[src/rtl/bank_access_ctrl.sv]
// +----------------------------------------------------------------------------+
// | Module      : bank_access_ctrl                                             |
// | Description : Access controller for one data bank (64-bit x 2^a words).    |
// |               Write side: round-robin arbiter over three write clients     |
// |               (interconnect i, DMA d, compute c) driving the bank write    |
// |               port.                                                        |
// |               Read side: base/length burst sequencer driving the bank read |
// |               port, with a LAT-deep valid pipe aligned to read data.       |
// | Option      : define BANK_ACCESS_CTRL_COLL_STALL_EN to hold a read issue   |
// |               for one cycle when it targets the address being written in   |
// |               that same cycle.                                             |
// | Ports       : clk, rst                 clock, sync active-high reset       |
// |               wr{i,d,c}_req/_addr      write client requests/addresses     |
// |               wr_gnt                   one-hot grant {c,d,i}               |
// |               wr_en/wr_addr/wr_muxcode bank write port controls            |
// |               rd_start/rd_base/rd_len  burst request                       |
// |               rd_stall                 hold burst issue                    |
// |               rd_busy                  burst in progress                   |
// |               rd_en/rd_addr            bank read port controls             |
// |               rd_valid/rd_done         read data valid / last word         |
// | Revision    : 1.0 - initial release                                        |
// +----------------------------------------------------------------------------+
`default_nettype none

module bank_access_ctrl #(
   parameter int a   = 10,  // bank address width
   parameter int LAT = 1    // bank read latency, 1..4
) (
   input  logic         clk,
   input  logic         rst,
   // write clients
   input  logic         wri_req,
   input  logic [a-1:0] wri_addr,
   input  logic         wrd_req,
   input  logic [a-1:0] wrd_addr,
   input  logic         wrc_req,
   input  logic [a-1:0] wrc_addr,
   output logic [2:0]   wr_gnt,
   output logic         wr_en,
   output logic [a-1:0] wr_addr,
   output logic [1:0]   wr_muxcode,
   // read burst
   input  logic         rd_start,
   input  logic [a-1:0] rd_base,
   input  logic [a:0]   rd_len,
   input  logic         rd_stall,
   output logic         rd_busy,
   output logic         rd_en,
   output logic [a-1:0] rd_addr,
   output logic         rd_valid,
   output logic         rd_done
);

   localparam logic [a-1:0] c_ADDR_ONE = 1;
   localparam logic [a:0]   c_LEN_ONE  = 1;

   // Round-robin pointer encoding: index of the client searched first.
   localparam logic [1:0] c_IDX_I = 2'd0;
   localparam logic [1:0] c_IDX_D = 2'd1;
   localparam logic [1:0] c_IDX_C = 2'd2;

   typedef enum logic [1:0] {
      ST_IDLE  = 2'd0,
      ST_BURST = 2'd1,
      ST_DRAIN = 2'd2
   } rd_state_t;

   // ------------------------------------------------------------------------
   // Write arbiter
   // ------------------------------------------------------------------------
   logic [1:0]   rr_ptr_q, rr_ptr_d;
   logic [2:0]   w_gnt;
   logic         w_wr_en;
   logic [a-1:0] w_wr_addr;
   logic [1:0]   w_wr_mux;

   always_comb begin
      w_gnt = 3'b000;
      case (rr_ptr_q)
         c_IDX_D: begin
            if      (wrd_req) w_gnt = 3'b010;
            else if (wrc_req) w_gnt = 3'b100;
            else if (wri_req) w_gnt = 3'b001;
         end
         c_IDX_C: begin
            if      (wrc_req) w_gnt = 3'b100;
            else if (wri_req) w_gnt = 3'b001;
            else if (wrd_req) w_gnt = 3'b010;
         end
         default: begin
            if      (wri_req) w_gnt = 3'b001;
            else if (wrd_req) w_gnt = 3'b010;
            else if (wrc_req) w_gnt = 3'b100;
         end
      endcase
   end

   // Address/source mux and pointer advance; the pointer moves to the client
   // after the winner so a continuously requesting client cannot starve others.
   always_comb begin
      rr_ptr_d  = rr_ptr_q;
      w_wr_addr = '0;
      w_wr_mux  = 2'b00;
      if (w_gnt[0]) begin
         w_wr_addr = wri_addr;
         w_wr_mux  = c_IDX_I;
         rr_ptr_d  = c_IDX_D;
      end else if (w_gnt[1]) begin
         w_wr_addr = wrd_addr;
         w_wr_mux  = c_IDX_D;
         rr_ptr_d  = c_IDX_C;
      end else if (w_gnt[2]) begin
         w_wr_addr = wrc_addr;
         w_wr_mux  = c_IDX_C;
         rr_ptr_d  = c_IDX_I;
      end
   end

   assign w_wr_en    = |w_gnt;
   assign wr_gnt     = w_gnt;
   assign wr_en      = w_wr_en;
   assign wr_addr    = w_wr_addr;
   assign wr_muxcode = w_wr_mux;

   // ------------------------------------------------------------------------
   // Read burst sequencer
   // ------------------------------------------------------------------------
   rd_state_t    state_q, state_d;
   logic [a-1:0] addr_q, addr_d;    // next address to issue
   logic [a:0]   rem_q, rem_d;      // words still to issue
   logic [LAT-1:0] vpipe_q, vpipe_d;  // rd_en delay line
   logic [LAT-1:0] lpipe_q, lpipe_d;  // last-word tag delay line
   logic [LAT-1:0] w_vpipe_shift;
   logic         w_issue;
   logic         w_last;
   logic         w_coll;

`ifdef BANK_ACCESS_CTRL_COLL_STALL_EN
   // A write to the word about to be read wins this cycle; the read goes out
   // one cycle later and therefore sees the freshly written data.
   assign w_coll = w_wr_en && (w_wr_addr == addr_q);
`else
   assign w_coll = 1'b0;
`endif

   always_comb begin
      state_d = state_q;
      addr_d  = addr_q;
      rem_d   = rem_q;
      w_issue = 1'b0;
      case (state_q)
         ST_IDLE: begin
            // Zero-length requests are dropped without raising busy.
            if (rd_start && (rd_len != '0)) begin
               addr_d  = rd_base;
               rem_d   = rd_len;
               state_d = ST_BURST;
            end
         end
         ST_BURST: begin
            if (!rd_stall && !w_coll) begin
               w_issue = 1'b1;
               addr_d  = addr_q + c_ADDR_ONE;
               rem_d   = rem_q - c_LEN_ONE;
               if (rem_q == c_LEN_ONE) begin
                  state_d = ST_DRAIN;
               end
            end
         end
         ST_DRAIN: begin
            // Leave once only the output stage can still hold a valid, so
            // busy drops the cycle after the final rd_valid/rd_done.
            if (w_vpipe_shift == '0) begin
               state_d = ST_IDLE;
            end
         end
         default: state_d = ST_IDLE;
      endcase
   end

   assign w_last        = w_issue && (rem_q == c_LEN_ONE);
   assign w_vpipe_shift = vpipe_q << 1;
   assign vpipe_d       = w_vpipe_shift | LAT'(w_issue);
   assign lpipe_d       = (lpipe_q << 1) | LAT'(w_last);

   always_ff @(posedge clk) begin
      if (rst) begin
         rr_ptr_q <= c_IDX_I;
         state_q  <= ST_IDLE;
         addr_q   <= '0;
         rem_q    <= '0;
         vpipe_q  <= '0;
         lpipe_q  <= '0;
      end else begin
         rr_ptr_q <= rr_ptr_d;
         state_q  <= state_d;
         addr_q   <= addr_d;
         rem_q    <= rem_d;
         vpipe_q  <= vpipe_d;
         lpipe_q  <= lpipe_d;
      end
   end

   // rd_en/rd_addr come straight from the burst registers, gated only by the
   // stall conditions, so the first issue lands the cycle after acceptance.
   assign rd_en    = w_issue;
   assign rd_addr  = w_issue ? addr_q : '0;
   assign rd_busy  = (state_q != ST_IDLE);
   assign rd_valid = vpipe_q[LAT-1];
   assign rd_done  = vpipe_q[LAT-1] & lpipe_q[LAT-1];

endmodule

`default_nettype wire

[config.mk]
export PLATFORM = sky130hd
export DESIGN_NAME = bank_access_ctrl
export DESIGN_NICKNAME = d
export VERILOG_FILES = /design/src/rtl/bank_access_ctrl.sv
export SDC_FILE = /design/constraint.sdc
export NUM_CORES = 1
export LEC_CHECK = 0
export CAP_MARGIN = 25
export CORE_MARGIN = 3
export CORE_UTILIZATION = 42
export CTS_BUF_LIST = sky130_fd_sc_hd__clkbuf_4 sky130_fd_sc_hd__clkbuf_8 sky130_fd_sc_hd__clkbuf_16
export DETAILED_ROUTE_END_ITERATION = 7
export PLACE_DENSITY = 0.82
export SETUP_SLACK_MARGIN = 0.15
export SLEW_MARGIN = 0
export SYNTH_ARGS = -nofsm -noshare
export SYNTH_HDL_FRONTEND = slang
export SYNTH_SLANG_ARGS = --single-unit
[constraint.sdc]
create_clock -name clk -period 2.3 [get_ports clk]
set_clock_uncertainty 0.2 [all_clocks]
set_input_delay 0.345 -clock clk [delete_from_list [all_inputs] [get_ports clk]]
set_output_delay 0.345 -clock clk [all_outputs]
set_load 0.01 [all_outputs]
==> flow_metrics.py, run 1 <==
metrics = {
    "run_status": {
        "status": "finished with violations",
        "violations": "setup timing",
    },
    "yosys": {
        "synth-seq-cells": 27,
        "yosysWarnings": 0,
        "syn-num-nets": 333,
        "yosysSeqAreaShare_pct": 28.5,
        "syn_inst": 270,
        "synth-edff-count": 0,
        "synth_cell_type_count": 43,
        "netlist_area_sq_um": 1900,
        "syn_avg_cell_area_sq_um": 7.03,
        "synth-main-ff-cell": "dfxtp_1",
        "synth-async-reset-ratio_pct": 0,
    },
    "placement": {
        "place_area_sq_um": 2990,
        "gp_congestion": 0.828,
        "hpwlAfterDp_microns": 4300,
        "placed_cells": 409,
        "port_buffers": 87,
        "dpl_worst_slack_ns": -0.624,
    },
    "drt": {
        "drc": 0,
        "vias_per_cell": 5.48,
        "drtIter0Drc": 211,
        "routedWlPerCell_microns": 14.4,
        "wl_microns": 6070,
        "route.antenna.remaining_nets": 0,
        "num_vias": 2320,
        "firstDrtPassIters": 4,
    },
    "sta": {
        "fmaxAchievable_ghz": 0.402,
        "worst_slack_ns": -0.188,
        "worst-slew-pin-transition_ns": 0.402,
        "final_max_slew_viol_count": 0,
        "min_period_ns": 2.49,
        "setup_viol": 12,
        "slew_headroom_pct": 73.2,
        "rsz0062_at_grt": "yes",
        "final.period_utilization_pct": 108,
        "fin_hold_ws_ns": 0.287,
        "finalHoldViolations": 0,
    },
    "die": {
        "core_sq_um": 4170,
        "start_util_pct": 45.5,
        "die-area_sq_um": 5360,
        "dieHeight_microns": 73.2,
        "die_w_microns": 73.2,
        "num_io_pins": 88,
        "rows": 23,
    },
    "clock_tree": {
        "cts_buffers": 3,
        "clock_latency_ns": 0.27,
        "cts_buffer_depth": 2,
        "root_buffer": "clkbuf_8",
        "cts_sinks": 27,
        "hold_buffers": 0,
        "clkTransAtPathRegs_ns": 0.09,
        "ctsHtreeMaxLevel": 1,
        "cts_tree": "built",
    },
    "final_layout": {
        "diodes": 0,
        "drive_above_1_share_pct": 25.5,
        "seq_area_sq_um": 543,
        "final_cells": 423,
        "nFillCells": 288,
        "nets": 437,
        "syn2layout_area_growth_pct": 70.0,
        "multi_input_comb_area_sq_um": 1400,
        "finish.instance_area_sq_um": 3220,
    },
    "worst_setup_path": {
        "cp-end-kind": "output port",
        "path_max_fanout": 7,
        "cpLargestDelayFamily": "simple AND/OR/NAND/NOR gates",
        "max_stage_delay_ns": 0.36,
        "worst_path_max_delay_cell": "dfxtp_2",
        "start_kind": "register",
        "worstSetupPathType": "reg2out",
        "worstPathCellList": "inv_2, ha_4, nor3b_4, o21ai_2, or2_4, buf_12, o21ai_2, buf_2",
        "cp.required_ns": 1.75,
        "crit_path_frequent_cell": "o21ai_2",
        "critPathBufInv": 3,
        "worstPathArrival_ns": 1.94,
    },
    "global_routing": {
        "grt_overflow": 0,
        "grt_pass1_vias": 2264,
        "grt_usage_pct": 22.8,
        "antenna_found_initial": 0,
        "grt_max_degree": 43,
        "grt_pass1_wl_microns": 10000,
    },
    "pwr": {
        "peakVddDrop_uv": 250,
        "power_density_nw_per_um2": 489,
        "finalPower_mw": 1.58,
        "leakagePower_nw": 1.34,
    },
    "hold_path": {
        "hp-class": "reg2reg",
    },
    "flow_run": {
        "maxCapViolCount": 0,
    },
}
## cells by family (layout without fill, tap and decap cells)
group,after synthesis,after routing,share of synthesized area [%]
and+or+nand+nor,103,103,27.8
adders and majority gates,5,5,3.30
buffers and inverters,36,139,8.38
DFF,27,27,28.5
AOI/OAI and AO/OA,99,99,32.1
## final timing paths
check,startpoint,end,slack (ns),cells after the start
setup / recovery,rr_ptr_q[0]$_SDFFE_PP0P_,wr_addr[6],-0.19,8
hold / removal,rem_q[4]$_SDFFE_PP0P_,rem_q[4]$_SDFFE_PP0P_,0.29,2
hold reg to reg,rem_q[4]$_SDFFE_PP0P_,rem_q[4]$_SDFFE_PP0P_,0.29,2
setup reg to reg,rem_q[5]$_SDFFE_PP0P_,state_q[0]$_SDFFE_PP0P_,0.35,5
## power breakdown
group	switching, mW	internal [mW]	total (mW)
clock network	0.145	0.136	0.281
logic	0.352	0.389	0.741
registers	0.0434	0.511	0.555
total	0.541	1.04	1.58
## state kept, by name, indices dropped and copies added, names as in the netlist
name	count
rem_q	11
addr_q	10
rr_ptr_q	2
state_q	2
lpipe_q	1
rd_valid	1
## Yosys cell counts, drive strengths merged (3+ instances only)
cell     n  area (sq um)
nand2   38           143
o21ai   31           159
a21oi   28           140
dfxtp   27           541
inv     18          67.6
clkbuf  13          48.8
and2    12          75.1
a22oi   11          82.6
nor2    11          41.3
nor3     9          45.0
nand2b   7          43.8
a211oi   5          37.5
buf      5          42.5
ha       5          62.6
nand3    5          25.0
nor4     4          25.0
o21a     4          30.0
nand3b   3          22.5
nor2b    3          26.3
o31ai    3          22.5
o32ai    3          26.3
## final cells by class
class | instances | area share [%]
clock buffers | 4 | 1.51
multi-input cells | 207 | 43.5
well taps | 50 | 1.94
inverters | 18 | 2.17
repair buffers | 117 | 34.1
flip-flops and latches | 27 | 16.8
## stage by stage
stage                     TNS, ns  utilization (%)
after floorplan                 0                -
after global placement      -7.83             71.6
after detailed placement    -8.50             71.6
after CTS                   -1.31             76.0
after global routing        -2.80             77.3
final                       -1.89             77.3
## per-layer routing
metal,wire [microns],up-vias,GRT usage (%)
met2,3050,96,41.6
met3,488,4,5.65
met1,2500,1052,27.7
met4,35,0,2.46
met5,0,-,0
li1,-,1168,-
## worst register-to-register path: stages (launching register included)
cell	delay, ns
dfxtp_1	0.36
or4_4	0.58
nor3_1	0.24
nand3_1	0.18
o21ai_0	0.20
a21oi_1	0.08
## repair_timing
item / 4_1_cts / 5_1_grt
resized for setup: 119 / 14
endpoints found under the hold margin: 0 / 0
setup buffers: 5 / 2
pin swaps: 6 / 2
setup endpoints to repair: 27 / 29
cloned: 3 / 0
## placed cells by master (no fill, tap or decap), types with 3 or more instances in the layout
cell             instances
clkdlybuf4s50_1         58
a21oi_1                 26
inv_1                   15
buf_2                   11
buf_6                   11
and2_1                  12
a22oi_2                 10
nor3_1                   9
o31ai_1                  3
o21ai_4                  3
dfxtp_1                 25
nand2b_1                 6
nand2_1                 38
o21ai_0                 18
nand3_1                  5
nor4_1                   3
ha_1                     3
nor2_1                  10
o21ai_2                  8
dlygate4sd2_1            9
clkdlybuf4s15_1          3
clkbuf_8                 3
o21a_1                   3
nand3b_1                 3
buf_4                   21
a211oi_1                 5
No activity file was read; power rests on OpenSTA's default activity.
==> run 2, diff against run 1 <==
CAP_MARGIN = 20   (was 25)
CORE_ASPECT_RATIO = 0.6   (was unset)
CORE_MARGIN = unset   (was 3)
==> flow_metrics.py, run 2 (synthesized netlist as in run 1, its figures left out) <==
metrics = {
    "pwr": {
        "power_density_nw_per_um2": 494,
        "switching_power_mw": 0.571,
        "intPower_mw": 1.04,
        "leakagePower_nw": 1.38,
        "p_seq_share_pct": 34.3,
        "p_clk_share_pct": 17.8,
        "switching_share_pct": 35.3,
        "peakVddDrop_uv": 371,
        "pwr-share-comb_pct": 47.8,
    },
    "global_routing": {
        "grt_overflow": 0,
        "grt_usage_pct": 26.8,
        "grt_pass1_vias": 2068,
        "antenna_found_initial": 0,
        "grt_max_degree": 43,
        "grt_pass1_wl_microns": 9850,
    },
    "final_layout": {
        "diodes": 0,
        "largest_reg_flops": 11,
        "final_cell_mix": "56 x clkdlybuf4s50_1, 38 x nand2_1, 25 x a21oi_1, 25 x dfxtp_1, 25 x buf_4",
        "syn2layout_area_growth_pct": 72.4,
        "top_regs": "rem_q: 11 flops, addr_q: 10 flops",
        "drive_above_1_share_pct": 26.2,
        "seq_area_sq_um": 546,
        "nets": 442,
        "layout_commonest_cell": "clkdlybuf4s50_1",
        "final_cells": 438,
        "nFillCells": 317,
        "final_util_pct": 77.7,
        "largest_register": "rem_q",
        "multi_input_comb_area_sq_um": 1420,
    },
    "placement": {
        "dpl_worst_slack_ns": -0.593,
        "gp_congestion": 0.857,
        "hpwlAfterDp_microns": 4490,
        "port_buffers": 87,
        "placed_cells": 422,
    },
    "sta": {
        "fmaxAchievable_ghz": 0.402,
        "finalHoldViolations": 0,
        "final.period_utilization_pct": 108,
        "setup_viol": 12,
        "final_max_slew_viol_count": 0,
        "rsz0062_at_grt": "yes",
        "fin_hold_ws_ns": 0.288,
        "min_period_ns": 2.49,
        "slew_headroom_pct": 72.9,
        "worst-slew-pin-transition_ns": 0.406,
        "worst_slack_ns": -0.188,
    },
    "drt": {
        "route.antenna.remaining_nets": 0,
        "vias_per_cell": 5.56,
        "routedWlPerCell_microns": 15.2,
        "firstDrtPassIters": 4,
        "drc": 0,
        "num_vias": 2434,
        "drtIter0Drc": 194,
        "wl_microns": 6670,
    },
    "die": {
        "start_util_pct": 45.0,
        "die-area_sq_um": 4800,
        "num_io_pins": 88,
        "core_sq_um": 4210,
        "die_w_microns": 88.8,
        "dieHeight_microns": 54.1,
        "rows": 18,
    },
    "clock_tree": {
        "cts_buffers": 3,
        "cts_tree": "built",
        "clkTransAtPathRegs_ns": 0.09,
        "cts_buffer_depth": 2,
        "clock_latency_ns": 0.27,
        "cts_sinks": 27,
        "ctsHtreeMaxLevel": 1,
        "root_buffer": "clkbuf_8",
    },
    "worst_setup_path": {
        "cp-end-kind": "output port",
        "worstSetupPathType": "reg2out",
        "worstReg2RegStart": "rem_q[5]$_SDFFE_PP0P_",
        "crit_path_end": "wr_addr[5]",
        "crit_path_frequent_cell": "o21ai_2",
        "worst_path_max_delay_cell": "dfxtp_2",
        "rr_endpoint": "state_q[0]$_SDFFE_PP0P_",
        "critPathLaunch": "rr_ptr_q[0]$_SDFFE_PP0P_",
        "start_kind": "register",
        "path_max_fanout": 10,
        "reg2regPathDepth": 5,
        "r2r_slack_ns": 0.31,
        "worstPathCellList": "inv_2, ha_4, nor3b_2, o21ai_2, or2_4, buf_12, o21ai_2, buf_2",
        "worstPathArrival_ns": 1.94,
        "max_stage_delay_ns": 0.35,
        "cp.required_ns": 1.75,
    },
    "flow_run": {
        "maxCapViolCount": 0,
    },
    "run_status": {
        "violations": "setup timing",
        "status": "finished with violations",
    },
    "hold_path": {
        "min_from": "rem_q[8]$_SDFFE_PP0P_",
        "hp-class": "reg2reg",
    },
}
[run 2: changes by cell type in the layout (fill, tap and decap cells not counted), sizes merged, moves of 2 or more]
cell | previous run | this run
clkdlybuf4s50 | 58 | 56
clkdlybuf4s15 | 3 | 1
dlygate4sd2 | 9 | 12
dlymetal6s2s | 0 | 2
buf | 46 | 48
[run 2: repair_timing]
item	4_1_cts	5_1_grt
endpoints found under the setup margin	27	30
pin swaps	4	8
setup buffers	6	3
gates resized for setup	105	28
hold buffers	0	0
hold endpoints to repair	0	0
cloned	2	1
[run 2: through the flow]
step	power [mW]	TNS (ns)	area [sq um]
global placement	1.23	-8.36	3020
CTS	1.55	-1.73	3160
detailed placement	1.24	-9.07	3020
floorplan	0.925	0	1980
finish	1.61	-1.87	3270
global route	1.70	-2.71	3270
[run 2: worst max-delay path: cells and delay by family (launching register included)]
kind	cells	cell delay, ns
DFF	1	0.35
AOI/OAI and AO/OA	2	0.20
buffers and inverters	3	0.34
and+or+nand+nor	2	0.46
adders and majority gates	1	0.31
[run 2: final cells by class]
cell class                      count  area share [%]
Multi-Input combinational cell    208            43.3
Sequential cell                    27            16.7
Inverter                           18            2.07
Tap cell                           60            2.30
Timing Repair Buffer              121            34.2
Clock buffer                        4            1.49
[run 2: worst min path at each step]
| stage | to | depth (start not counted) |
|---|---|---|
| after floorplan | lpipe_q$_SDFF_PP0_ | 1 |
| after global placement | rem_q[4]$_SDFFE_PP0P_ | 2 |
| after detailed placement | rem_q[8]$_SDFFE_PP0P_ | 2 |
| after CTS | rem_q[8]$_SDFFE_PP0P_ | 2 |
| after global routing | rem_q[8]$_SDFFE_PP0P_ | 2 |
| final | rem_q[8]$_SDFFE_PP0P_ | 2 |
[run 2: power by group through the flow]
stage	Combinational [mW]	Sequential, mW	Clock (mW)
3_3_place_gp	0.667	0.560	0
3_5_place_dp	0.681	0.561	0
5_1_grt	0.831	0.562	0.311
2_1_floorplan	0.374	0.551	0
6_report	0.773	0.554	0.288
4_1_cts	0.710	0.551	0.289
[run 2: metal layers]
layer	vias up	routed length, microns	GRT usage [%]
met2	98	2960	38.7
met4	0	35	3.49
met5	-	0	0
met3	4	478	5.37
met1	1147	3200	41.2
li1	1185	-	-
